==> config.mk <==
export PLATFORM = sky130hd
export DESIGN_NAME = xgmm_vram_writer
export DESIGN_NICKNAME = d
export VERILOG_FILES = /design/src/rtl/xgmm_pkg.sv /design/src/rtl/xgmm_burst_pack.sv /design/src/rtl/xgmm_vram_writer.sv
export SDC_FILE = /design/constraint.sdc
export NUM_CORES = 1
export LEC_CHECK = 0
export ABC_CLOCK_PERIOD_IN_PS = 10200
export CAP_MARGIN = 20
export CORE_MARGIN = 1.5
export CORE_UTILIZATION = 45
export CTS_BUF_LIST = sky130_fd_sc_hd__clkbuf_4 sky130_fd_sc_hd__clkbuf_8
export DETAILED_ROUTE_END_ITERATION = 6
export GPL_ROUTABILITY_DRIVEN = 0
export PLACE_DENSITY = 0.78
export SLEW_MARGIN = 20
export SYNTH_ARGS = -nofsm -noshare
export SYNTH_HDL_FRONTEND = slang
export SYNTH_SLANG_ARGS = --single-unit
==> constraint.sdc <==
create_clock -name clk_sys -period 10.2 [get_ports clk_sys]
set_clock_uncertainty 0.05 [all_clocks]
set_input_delay 2.04 -clock clk_sys [delete_from_list [all_inputs] [get_ports clk_sys]]
set_output_delay 2.04 -clock clk_sys [all_outputs]
set_load 0.005 [all_outputs]
==> src/rtl/xgmm_pkg.sv <==
// Shared types and sizing constants for the VRAM writer drain stage.
package xgmm_pkg;

    typedef enum logic [2:0] {
        IDLE,
        P_POP,
        P_WR,
        A_POP,
        A_WR
    } xgmm_wr_state_t;

    typedef enum logic {
        PAT,
        ATTR
    } src_t;

    localparam int WORDS_PER_RUN = 4;
    localparam int RUNS_PER_TILE = 4;

endpackage

==> src/rtl/xgmm_burst_pack.sv <==
// Four 16-bit lane registers gathered into one 64-bit burst word.
module xgmm_burst_pack (
    input  logic        clk_sys,
    input  logic        rst,
    input  logic        load,
    input  logic [1:0]  lane_idx,
    input  logic [15:0] din,
    output logic [63:0] data
);

    genvar gi;
    generate
        for (gi = 0; gi < 4; gi++) begin : g_lane
            logic [15:0] lane_q;
            logic [15:0] lane_d;

            always_comb begin
                lane_d = lane_q;
                if (load && (lane_idx == 2'(gi))) begin
                    lane_d = din;
                end
            end

            always_ff @(posedge clk_sys or posedge rst) begin
                if (rst) begin
                    lane_q <= '0;
                end else begin
                    lane_q <= lane_d;
                end
            end

            assign data[16*gi +: 16] = lane_q;
        end
    endgenerate

endmodule

==> src/rtl/xgmm_vram_writer.sv <==
// Drains pattern tiles (4 runs of 4 words) and attribute groups (1 run of 4
// words) from the register-interface FIFOs into 64-bit VRAM write bursts.
module xgmm_vram_writer
    import xgmm_pkg::*;
#(
    parameter int                ADDR_W    = 22,
    parameter logic [ADDR_W-1:0] PAT_BASE  = 22'h000000,
    parameter logic [ADDR_W-1:0] ATTR_BASE = 22'h010000
) (
    input  logic              clk_sys,
    input  logic              rst,
    input  logic              drain_en,
    input  logic              p_full,
    input  logic              a_full,
    input  logic [15:0]       p_data,
    input  logic [15:0]       a_data,
    input  logic [11:0]       par,
    input  logic [14:0]       aar,
    output logic              p_pop,
    output logic              a_pop,
    output logic              vram_wr_req,
    input  logic              vram_wr_ack,
    output logic [ADDR_W-1:0] vram_wr_addr,
    output logic [63:0]       vram_wr_data,
    output logic              busy
);

    xgmm_wr_state_t    state_q, state_d;
    src_t              last_q, last_d;
    logic [1:0]        run_idx_q, run_idx_d;
    logic [1:0]        word_idx_q, word_idx_d;
    logic [ADDR_W-1:0] pat_base_q, pat_base_d;
    logic [ADDR_W-1:0] attr_q, attr_d;
    logic [ADDR_W-1:0] addr_q, addr_d;
    logic              p_pop_q, p_pop_d;
    logic              a_pop_q, a_pop_d;
    logic              req_q, req_d;
    logic              busy_q, busy_d;

    logic              pack_load;
    logic [15:0]       pack_din;

    // A pop cycle samples the FIFO head into the lane selected by word_idx.
    assign pack_load = (state_q == P_POP) || (state_q == A_POP);
    assign pack_din  = (state_q == P_POP) ? p_data : a_data;

    xgmm_burst_pack u_pack (
        .clk_sys  (clk_sys),
        .rst      (rst),
        .load     (pack_load),
        .lane_idx (word_idx_q),
        .din      (pack_din),
        .data     (vram_wr_data)
    );

    always_comb begin
        state_d    = state_q;
        last_d     = last_q;
        run_idx_d  = run_idx_q;
        word_idx_d = word_idx_q;
        pat_base_d = pat_base_q;
        attr_d     = attr_q;
        addr_d     = addr_q;
        req_d      = req_q;
        p_pop_d    = 1'b0;
        a_pop_d    = 1'b0;

        case (state_q)
            IDLE: begin
                // When both FIFOs are full, serve the source not served last.
                if (drain_en && p_full && (!a_full || last_q == ATTR)) begin
                    state_d    = P_POP;
                    p_pop_d    = 1'b1;
                    word_idx_d = '0;
                    run_idx_d  = '0;
                    pat_base_d = PAT_BASE + ADDR_W'({par, 4'b0000});
                end else if (drain_en && a_full && (!p_full || last_q == PAT)) begin
                    state_d    = A_POP;
                    a_pop_d    = 1'b1;
                    word_idx_d = '0;
                    attr_d     = ATTR_BASE + ADDR_W'({aar[14:2], 2'b00});
                end
            end
            P_POP: begin
                word_idx_d = word_idx_q + 2'd1;
                if (word_idx_q == 2'(WORDS_PER_RUN - 1)) begin
                    state_d = P_WR;
                    req_d   = 1'b1;
                    addr_d  = pat_base_q + ADDR_W'({run_idx_q, 2'b00});
                end else begin
                    p_pop_d = 1'b1;
                end
            end
            P_WR: begin
                // The write cycle doubles as the p_pop gap that upstream counts.
                if (vram_wr_ack) begin
                    req_d = 1'b0;
                    if (run_idx_q == 2'(RUNS_PER_TILE - 1)) begin
                        run_idx_d = '0;
                        last_d    = PAT;
                        state_d   = IDLE;
                    end else begin
                        run_idx_d  = run_idx_q + 2'd1;
                        word_idx_d = '0;
                        p_pop_d    = 1'b1;
                        state_d    = P_POP;
                    end
                end
            end
            A_POP: begin
                word_idx_d = word_idx_q + 2'd1;
                if (word_idx_q == 2'(WORDS_PER_RUN - 1)) begin
                    state_d = A_WR;
                    req_d   = 1'b1;
                    addr_d  = attr_q;
                end else begin
                    a_pop_d = 1'b1;
                end
            end
            A_WR: begin
                if (vram_wr_ack) begin
                    req_d   = 1'b0;
                    last_d  = ATTR;
                    state_d = IDLE;
                end
            end
            default: begin
                state_d = IDLE;
                req_d   = 1'b0;
            end
        endcase

        busy_d = (state_d != IDLE);
    end

    always_ff @(posedge clk_sys or posedge rst) begin
        if (rst) begin
            state_q    <= IDLE;
            last_q     <= ATTR;
            run_idx_q  <= '0;
            word_idx_q <= '0;
            pat_base_q <= '0;
            attr_q     <= '0;
            addr_q     <= '0;
            p_pop_q    <= 1'b0;
            a_pop_q    <= 1'b0;
            req_q      <= 1'b0;
            busy_q     <= 1'b0;
        end else begin
            state_q    <= state_d;
            last_q     <= last_d;
            run_idx_q  <= run_idx_d;
            word_idx_q <= word_idx_d;
            pat_base_q <= pat_base_d;
            attr_q     <= attr_d;
            addr_q     <= addr_d;
            p_pop_q    <= p_pop_d;
            a_pop_q    <= a_pop_d;
            req_q      <= req_d;
            busy_q     <= busy_d;
        end
    end

    assign p_pop        = p_pop_q;
    assign a_pop        = a_pop_q;
    assign vram_wr_req  = req_q;
    assign vram_wr_addr = addr_q;
    assign busy         = busy_q;

endmodule

==> metrics.yaml, run 1 <==
worst_setup_path:
  crit_type: "primary input to register"
  critPathMaxFanout: 13
  startpoint_type: "primary input"
  required_ns: 10.44
  cp.arrival_ns: 3.79
  rr_worst_depth: 3
  setup.worst_path.end_class: "register"
  rr_startpoint: "state_q[0]$_DFF_PP0_"
  regToRegEndpoint: "pat_base_q[9]$_DFFE_PP0P_"
  timing.reg2reg.setup_slack_ns: 8.10
clock_tree:
  cts_sinks: 117
  clock-root-buffer: "clkbuf_8"
  cts_made_buffers: 17
  cts_resized: 0
  htreeDepth: 4
  clkTransAtPathRegs_ns: 0.07
  ctsHoldBuffers: 0
  clkLatencyLatePin_ns: 0.41
  postCtsSetupRepairBufs: 0
  cts_tree: "yes"
  clock_path_buffers: 2
cells_and_area:
  most-common-layout-cells: "clkdlybuf4s50_1 (145), dfrtp_1 (116), o21ai_0 (85)"
  layout-drive-gt1-share_pct: 11.8
  area_delta_synth_final_pct: 37.8
  fin_area_um2: 6800
  n_antenna_cell: 0
  final_common_cell: "clkdlybuf4s50_1"
  nNetsFinal: 645
synthesis:
  synthFlopType: "dfrtp_1"
  synth_area_leaders: "dfrtp_1 (59%), o21ai_0 (8.6%), nand2_1 (6.2%)"
  synth_compound_area_share_pct: 11.1
  async_reset_ff_share_pct: 100
  synth_top_area_cell: "dfrtp_1"
  yosysWarnings: 0
  synth-edff-count: 0
  synth_simple_gate_area_share_pct: 10.3
  synthMuxAreaShare_pct: 13.0
  synth.avg_cell_area_um2: 11.4
  synth_adder_area_share_pct: 1.27
  ys_seq_area_share_pct: 59.4
  synth_area_um2: 4930
  yosysUniqueCellTypes: 38
  yosysTopAreaCellShare_pct: 58.9
  synth_top_family_by_area: "multiplexers"
  syn_inst: 431
  synth-xor-area-share_pct: 0.178
  synth_seq_cells: 117
floorplanning:
  pin_count: 155
  core_area_um2: 10700
  die_w_um: 108
  die_area_um2: 11600
  rows: 38
  start_util_pct: 45.9
  die_h_um: 108
sta:
  setup_tns_ns: 0
  slew_violations: 0
  slew_headroom_pct: 47.4
  max_freq_mhz: 282
  rsz0062_at_grt: "no"
  tightest_slew_ns: 0.789
  fin_crit_sh_pct: 34.8
  final.min_clock_period_ns: 3.55
  timing.hold.ws_ns: 0.419
  hold_violations: 0
  setup_viol: 0
global_route:
  antenna_found_initial: 0
  overflow: 0
  grt_max_degree: 66
  grt_pass1_vias: 3661
  grt_pass1_wl_um: 18200
  grt_usage_pct: 20.1
pwr:
  ir_drop_mv: 0.135
  leakage_nw: 3.08
  p_per_area_nw_per_um2: 307
routing:
  vias: 3643
  totalWireLength_um: 11300
  vias_per_cell: 5.04
  drt-wirelength-per-cell_um: 15.6
  first_pass_iters: 4
  drt_iter0_drc: 144
  remaining_drc_errors: 0
  drtAntennaViolNets: 0
status:
  status: "complete, no violations"
hold_path:
  hold_depth: 1
  min_to: "attr_q[16]$_DFFE_PP0P_"
  hp-class: "register to register"
  hold_start: "attr_q[16]$_DFFE_PP0P_"
place:
  place_area_um2: 6430
  place.detailed.hpwl_um: 7740
  port_buffers: 145
flow_run:
  drv_cap: 0
==> worst max-delay path by stage <==
stage | slack [ns] | endpoint | cells past startpoint | start
finish | 6.65 | pat_base_q[9]$_DFFE_PP0P_ | 4 | drain_en
detailed placement | 6.22 | pat_base_q[9]$_DFFE_PP0P_ | 4 | drain_en
floorplan | 5.01 | a_pop$_DFF_PP0_ | 1 | rst
global placement | 6.25 | pat_base_q[6]$_DFFE_PP0P_ | 4 | drain_en
global route | 6.56 | u_pack.g_lane[0].lane_q[1]$_DFFE_PP0P_ | 3 | rst
CTS | 6.67 | pat_base_q[9]$_DFFE_PP0P_ | 4 | drain_en
==> cells in the mapped netlist (2+ instances only) <==
| cell type | count |
|---|---|
| o21ai_0 | 85 |
| inv_1 | 10 |
| buf_4 | 8 |
| buf_6 | 4 |
| a21oi_1 | 4 |
| a31oi_1 | 4 |
| nand3_1 | 2 |
| mux2i_1 | 29 |
| a22oi_1 | 2 |
| mux2_2 | 7 |
| nand2_1 | 81 |
| or4b_2 | 2 |
| clkbuf_1 | 13 |
| a22o_1 | 2 |
| dfrtp_1 | 116 |
| nand3b_1 | 5 |
| nor2b_1 | 2 |
| ha_1 | 5 |
| mux2_4 | 18 |
| nand2b_1 | 3 |
| nor2_1 | 5 |
| buf_2 | 8 |
==> flip-flops by register name, summed over array words and instances (netlist names) <==
signal / count
word_idx_q: 2
vram_wr_req: 1
run_idx_q: 2
a_pop: 1
state_q: 3
vram_wr_addr: 15
p_pop: 1
last_q: 1
u_pack.g_lane.lane_q: 64
busy: 1
pat_base_q: 12
attr_q: 14
==> logic make-up (layout without fill, tap and decap cells) <==
group / count (synthesis) / after routing
buf+inv: 43 / 189
fa+ha+maj: 5 / 5
mux: 54 / 54
xor+xnor: 1 / 1
other cells: 1 / 7
simple gates: 108 / 108
flops: 117 / 117
compound gates: 102 / 102
==> where the power goes <==
| part | switching (mW) | internal (mW) | leakage [nW] | total [mW] |
|---|---|---|---|---|
| clock | 0.168 | 0.202 | 0.176 | 0.370 |
| sequential | 0.132 | 0.689 | 1.43 | 0.820 |
| combinational | 0.388 | 0.506 | 1.47 | 0.894 |
| total | 0.687 | 1.40 | 3.08 | 2.08 |
==> critical path: stages <==
cell and delay, ns:
clkdlybuf4s50_1 0.53, nor4b_4 0.31, nand3_2 0.47, mux2_4 0.44
==> per-layer routing <==
layer	GRT usage [%]	vias up	routed length, um
met5	0	-	0
met4	6.20	0	60
met3	5.08	6	813
met2	34.3	142	5640
met1	25.3	1748	4780
li1	-	1747	-
==> metrics by stage <==
stage / total power, mW / utilization [%] / worst slack, ns / instances
finish: 2.08 / 63.2 / 6.65 / 723
global route: 2.24 / 63.2 / 6.56 / 723
CTS: 2.10 / 63.0 / 6.67 / 721
detailed placement: 1.73 / 59.9 / 6.22 / 694
global placement: 1.68 / 59.9 / 6.25 / 694
floorplan: 1.27 / - / 5.01 / 437
==> area by class of cell <==
type	instances	area [um2]
timing repair buffer	152	1520
inverter	10	40.0
sequential	117	2930
fill	889	3950
clock inverter	6	57.6
tap	140	175
multi-input combinational	277	1800
clock buffer	21	277
Note: power is estimated with default switching activity, not from simulation.
==> run 2, diff against run 1 <==
ABC_CLOCK_PERIOD_IN_PS = 3100   (was 10200)
CORE_UTILIZATION = 43   (was 45)
clock period = 3.1 ns   (was 10.2 ns; I/O delays follow)
==> run 2 against run 1 <==
Effect of this change: first-iteration DRC count is 20% higher; power rose to 3.4 times the previous value; clock power rose to 4.1 times the previous value; setup slack worse by 5.7 ns; routed wire length fell by 3.1%; core utilization is 0.69 points lower; worst hold slack better by 0.011 ns; combinational power grew to 3.3 times the previous value; critical path depth unchanged; die area increased by 4.5%; register-to-register slack got worse by 7.2 ns; non-clock buffer count is 1 higher; critical endpoint is now u_pack.g_lane[3].lane_q[7]$_DFFE_PP0P_; largest power group unchanged; highest routed layer unchanged.
==> metrics.yaml, run 2 (synthesis results as in run 1) <==
worst_setup_path:
  required_ns: 3.33  # -7.11 ns
  setup.worst_path.end_class: "register"
  cp-startpoint: "state_q[0]$_DFF_PP0_"
  cp.depth: 4  # unchanged
  startpoint_type: "register"
  regToRegEndpoint: "u_pack.g_lane[3].lane_q[7]$_DFFE_PP0P_"
  slowest_stage: "dfrtp_1"
  rr_startpoint: "state_q[0]$_DFF_PP0_"
  slowest_delay_ns: 0.71  # +0.18 ns
  path_cells: "nand3b_1 -> buf_4 -> nand2_1 -> o21ai_0"
  crit_end: "u_pack.g_lane[3].lane_q[7]$_DFFE_PP0P_"
  timing.reg2reg.setup_slack_ns: 0.94  # -7.16 ns
  critPathMaxFanout: 35  # +22
  path_buf_inv: 1  # unchanged
  crit_family: "flip-flops"
  rr_worst_depth: 4  # +1
  crit_type: "register to register"
  cp.arrival_ns: 2.40  # -1.39 ns
sta:
  tightest_slew_ns: 0.677  # -0.112 ns
  hold_violations: 0  # unchanged
  max_freq_mhz: 462
  worst_slack_ns: 0.935  # -5.72 ns
  rsz0062_at_grt: "no"
  fin_crit_sh_pct: 69.8
  final.min_clock_period_ns: 2.16
  slew_violations: 0  # unchanged
  setup_tns_ns: 0  # unchanged
  setup_viol: 0  # unchanged
  slew_headroom_pct: 54.8  # +7.3 points
clock_tree:
  clkTransAtPathRegs_ns: 0.07  # about the same
  cts_tree: "yes"
  clock-root-buffer: "clkbuf_8"
  cts_sinks: 117  # unchanged
  cts_made_buffers: 17  # unchanged
  htreeDepth: 4  # unchanged
  clkLatencyLatePin_ns: 0.43  # +0.02 ns
  clock_path_buffers: 2  # unchanged
  postCtsSetupRepairBufs: 0  # unchanged
  ctsHoldBuffers: 0  # unchanged
  cts_resized: 0  # unchanged
place:
  place_area_um2: 6470  # +0.56%
  place_ws_ns: 0.537  # -5.69 ns
  place.detailed.hpwl_um: 7740  # about the same
  port_buffers: 145  # unchanged
pwr:
  sw_frac_of_total_pct: 31.9  # -1.1 points
  ir_drop_mv: 0.474  # +250%
  comb_power_share_pct: 40.8  # -2.1 points
  p_sw_mw: 2.27  # +230%
  clockPowerShare_pct: 21.2  # +3.4 points
  p_int_mw: 4.85  # +250%
  leakage_nw: 3.13  # +1.7%
  p_per_area_nw_per_um2: 1030  # +240%
  seqPwrFrac_pct: 38.0  # -1.4 points
hold_path:
  hold_depth: 2  # +1
  hp-class: "register to register"
cells_and_area:
  nFillCells: 888  # -0.11%
  largest_register: "u_pack.g_lane.lane_q"
  largest_reg_flops: 64  # unchanged
  layout-drive-gt1-share_pct: 12.7  # +0.90 points
  fin_area_um2: 6900  # +1.5%
  area_delta_synth_final_pct: 39.9
  n_antenna_cell: 0  # unchanged
  nNetsFinal: 646  # +0.16%
  final_common_cell: "clkdlybuf4s50_1"
  most-common-layout-cells: "clkdlybuf4s50_1 (145), dfrtp_1 (116), o21ai_0 (85)"
floorplanning:
  die_area_um2: 12100  # +4.5%
  die_h_um: 110  # +2.2%
  start_util_pct: 44.7  # -1.2 points
  pin_count: 155  # unchanged
  core_area_um2: 11000  # +2.7%
  die_w_um: 110  # +2.2%
  rows: 38  # unchanged
global_route:
  grt_max_degree: 118  # +79%
  grt_usage_pct: 19.2  # -0.94 points
  grt_pass1_wl_um: 17600  # -3.0%
  overflow: 0  # unchanged
  grt_pass1_vias: 3790  # +3.5%
  antenna_found_initial: 0  # unchanged
routing:
  drt-wirelength-per-cell_um: 15.0  # -3.9%
  vias_per_cell: 5.07  # +0.59%
  remaining_drc_errors: 0  # unchanged
  drtAntennaViolNets: 0  # unchanged
  first_pass_iters: 4  # unchanged
  vias: 3695  # +1.4%
  totalWireLength_um: 10900  # -3.1%
  drt_iter0_drc: 173  # +20%
flow_run:
  drv_cap: 0  # unchanged
status:
  status: "complete, no violations"
## run 2: cell count changes in the layout (fill, tap and decap cells not counted), sizes merged
cell,delta
clkinv,+3
inv,-1
bufinv,+3
buf,+1
## run 2: metrics by stage
| step | instances | hold slack (ns) | util, % | total power, mW |
|---|---|---|---|---|
| global route | 729 | 0.445 | 62.5 | 7.67 |
| detailed placement | 697 | 0.419 | 58.6 | 5.68 |
| floorplan | 437 | 0.385 | - | 4.17 |
| global placement | 697 | 0.401 | 58.6 | 5.55 |
| CTS | 729 | 0.434 | 62.5 | 7.21 |
| finish | 729 | 0.430 | 62.5 | 7.12 |
## run 2: power by group through the flow
stage	registers, mW	logic [mW]	clock network, mW
global route	2.80	3.25	1.63
detailed placement	2.73	2.95	0
floorplan	2.68	1.49	0
CTS	2.71	2.95	1.55
global placement	2.69	2.86	0
finish	2.70	2.91	1.51
## run 2: layer usage
layer  part of all wire (%)  vias up  global-route usage [%]
li1                       -     1756                       -
met1                     42     1780                    22.5
met2                     48      144                    33.1
met3                    9.2       15                    6.41
met4                    1.1        0                    6.49
met5                      0        -                       0
## run 2: worst reg2reg max path, delay by kind of cell, from the launching register on
kind / cells / cell delay [ns]
flip-flops: 1 / 0.71
AO/OA/AOI/OAI: 1 / 0.09
AND/OR/NAND/NOR: 2 / 0.71
buffers and inverters: 1 / 0.45
## run 2: layout make-up
class                      count  area (um2)  share of cell area (%)
inverter                      10        41.3                   0.598
clock inverter                11         155                    2.25
multi-input combinational    277        1800                    26.1
clock buffer                  21         277                    4.01
tap                          140         175                    2.54
timing repair buffer         153        1520                    22.1
sequential                   117        2930                    42.5
## run 2: worst min-delay path by stage
stage	slack (ns)	to	from
detailed placement	0.42	u_pack.g_lane[2].lane_q[1]$_DFFE_PP0P_	u_pack.g_lane[2].lane_q[1]$_DFFE_PP0P_
global placement	0.40	attr_q[16]$_DFFE_PP0P_	attr_q[16]$_DFFE_PP0P_
global route	0.45	u_pack.g_lane[0].lane_q[12]$_DFFE_PP0P_	u_pack.g_lane[0].lane_q[12]$_DFFE_PP0P_
CTS	0.43	u_pack.g_lane[2].lane_q[1]$_DFFE_PP0P_	u_pack.g_lane[2].lane_q[1]$_DFFE_PP0P_
finish	0.43	u_pack.g_lane[0].lane_q[12]$_DFFE_PP0P_	u_pack.g_lane[0].lane_q[12]$_DFFE_PP0P_
floorplan	0.39	attr_q[16]$_DFFE_PP0P_	attr_q[16]$_DFFE_PP0P_
==> run 3, diff against run 2 <==
ABC_CLOCK_PERIOD_IN_PS = 1800   (was 3100)
clock period = 1.8 ns   (was 3.1 ns; I/O delays follow)
==> run 3 against run 2 <==
Effect of this change: final area is 4.3% higher; die area did not move; worst hold slack worse by 0.085 ns; sequential share of layout area decreased by 1.7 points; clock power grew 77%; critical path depth rose by 1; first-iteration DRC count is 14% lower; setup slack got worse by 0.91 ns; flip-flop and latch count unchanged.
==> metrics.yaml, run 3 (synthesis results as in run 1) <==
clock_tree:
  cts_made_buffers: 17  # unchanged
  clkLatencyLatePin_ns: 0.42  # about the same
  cts_sinks: 117  # unchanged
  ctsHoldBuffers: 0  # unchanged
  clock_path_buffers: 2  # unchanged
  clkTransAtPathRegs_ns: 0.07  # about the same
  htreeDepth: 4  # unchanged
  clock-root-buffer: "clkbuf_8"
  cts_tree: "yes"
cells_and_area:
  area_delta_synth_final_pct: 45.9
  final_common_cell: "clkdlybuf4s50_1"
  largest_reg_flops: 64  # unchanged
  most-common-layout-cells: "clkdlybuf4s50_1 (145), dfrtp_1 (114), o21ai_0 (85)"
  nNetsFinal: 668  # +3.4%
  multiInputGateArea_um2: 1820  # +1.5%
  largest_register: "u_pack.g_lane.lane_q"
  layout-drive-gt1-share_pct: 17.3  # +4.6 points
  regArea_um2: 2930  # about the same
  nFillCells: 866  # -2.5%
  n_antenna_cell: 0  # unchanged
global_route:
  grt-busiest-layer: "met2"
  grt_use_met2_pct: 33.6  # +0.49 points
  grt_max_degree: 63  # -47%
  grt_pass1_wl_um: 18100  # +2.6%
  grt_pass1_vias: 3746  # -1.2%
  use_met1_pct: 23.9  # +1.4 points
  grt_usage_pct: 19.6  # +0.37 points
  met3_usage_pct: 5.23  # -1.2 points
  overflow: 0  # unchanged
  antenna_found_initial: 0  # unchanged
sta:
  worst_slack_ns: 0.0257  # -0.910 ns
  max_freq_mhz: 564  # +22%
  setup_viol: 0  # unchanged
  setup_tns_ns: 0  # unchanged
  slew_violations: 0  # unchanged
  rsz0062_at_grt: "yes"
  hold_violations: 0  # unchanged
  final.min_clock_period_ns: 1.77  # -0.390 ns
  fin_crit_sh_pct: 98.6  # +29 points
floorplanning:
  start_util_pct: 44.7  # unchanged
  rows: 38  # unchanged
  pin_count: 155  # unchanged
  die_area_um2: 12100  # unchanged
  core_area_um2: 11000  # unchanged
  die_h_um: 110  # unchanged
  die_w_um: 110  # unchanged
worst_setup_path:
  path_cells: "buf_6 -> nor4b_4 -> nand3_2 -> clkbuf_16 -> mux2_4"
  path_buf_inv: 2  # +1
  required_ns: 2.05  # -1.28 ns
  setup.worst_path.end_class: "register"
  crit_type: "register to register"
  slowest_delay_ns: 0.41  # -0.30 ns
  startpoint_type: "register"
  cp.arrival_ns: 2.03  # -0.37 ns
  critPathMaxFanout: 5  # -86%
  slowest_stage: "dfrtp_1"
  crit_family: "simple AND/OR/NAND/NOR gates"
place:
  place_ws_ns: -0.206  # -0.743 ns
  port_buffers: 145  # unchanged
  place.detailed.hpwl_um: 8400  # +8.5%
routing:
  vias_per_cell: 5.07  # about the same
  first_pass_iters: 4  # unchanged
  totalWireLength_um: 11700  # +7.0%
  vias: 3806  # +3.0%
  remaining_drc_errors: 0  # unchanged
  drt_iter0_drc: 148  # -14%
  drtAntennaViolNets: 0  # unchanged
  drt-wirelength-per-cell_um: 15.6  # +3.8%
pwr:
  p_per_area_nw_per_um2: 1770  # +72%
  ir_drop_mv: 0.800  # +69%
  leakage_nw: 3.26  # +4.2%
status:
  status: "complete, no violations"
hold_path:
  hp-class: "primary input to async pin"
flow_run:
  drv_cap: 0  # unchanged
-- run 3: cell types whose count changed in the layout (fill, tap and decap cells not counted), moves of 3 or more --
cell / before / now
buf_4: 7 / 22
mux2i_1: 29 / 22
mux2i_2: 0 / 7
clkinv_2: 7 / 1
buf_12: 1 / 6
clkinv_4: 0 / 3
clkinvlp_4: 1 / 4
inv_6: 0 / 3
-- run 3: stage by stage --
stage | total power, mW | utilization, % | cell area (um2) | cells | hold slack, ns
after floorplan | 7.19 | - | 4960 | 437 | 0.385
after CTS | 12.8 | 64.5 | 7110 | 745 | 0.350
after global routing | 13.6 | 65.2 | 7190 | 751 | 0.360
after global placement | 9.79 | 60.3 | 6650 | 713 | 0.405
after detailed placement | 10.0 | 60.3 | 6650 | 713 | 0.409
final | 12.7 | 65.2 | 7190 | 751 | 0.345
-- run 3: what timing repair did --
action,4_1_cts,5_1_grt
buffers inserted,0,5
setup endpoints to repair,5,42
pin swaps,0,2
cloned,0,1
resized for setup,3,7
-- run 3: worst paths after layout --
path,start,to,slack (ns),cells past startpoint
hold / removal,rst,u_pack.g_lane[1].lane_q[1]$_DFFE_PP0P_,0.35,3
max in group asynchronous,rst,state_q[0]$_DFF_PP0_,1.04,3
setup reg to reg,state_q[2]$_DFF_PP0_,pat_base_q[11]$_DFFE_PP0P_,0.03,5
setup / recovery,state_q[2]$_DFF_PP0_,pat_base_q[11]$_DFFE_PP0P_,0.03,5
hold reg to reg,attr_q[16]$_DFFE_PP0P_,attr_q[16]$_DFFE_PP0P_,0.43,1
min in group clk_sys,attr_q[16]$_DFFE_PP0P_,attr_q[16]$_DFFE_PP0P_,0.43,1
-- run 3: area by class of cell --
class / instances / area share (%)
sequential: 117 / 40.8
multi-input combinational: 277 / 25.4
clock inverter: 14 / 2.78
tap: 140 / 2.44
clock buffer: 18 / 3.44
inverter: 10 / 0.574
timing repair buffer: 175 / 24.6
-- run 3: metal layers --
layer	wire [um]	share of wire, %
met2	5640	48
met1	4910	42
met3	967	8.3
met5	0	0
met4	188	1.6
-- run 3: worst register-to-register path, stage by stage (launching register included) --
cell and delay [ns]:
dfrtp_1 0.41, buf_6 0.14, nor4b_4 0.33, nand3_2 0.21, clkbuf_16 0.22, mux2_4 0.29
-- run 3: report_power, final --
part	switching, mW	leakage [nW]	internal [mW]
registers	0.758	1.43	3.91
clock network	1.11	0.216	1.56
logic	2.29	1.61	3.11
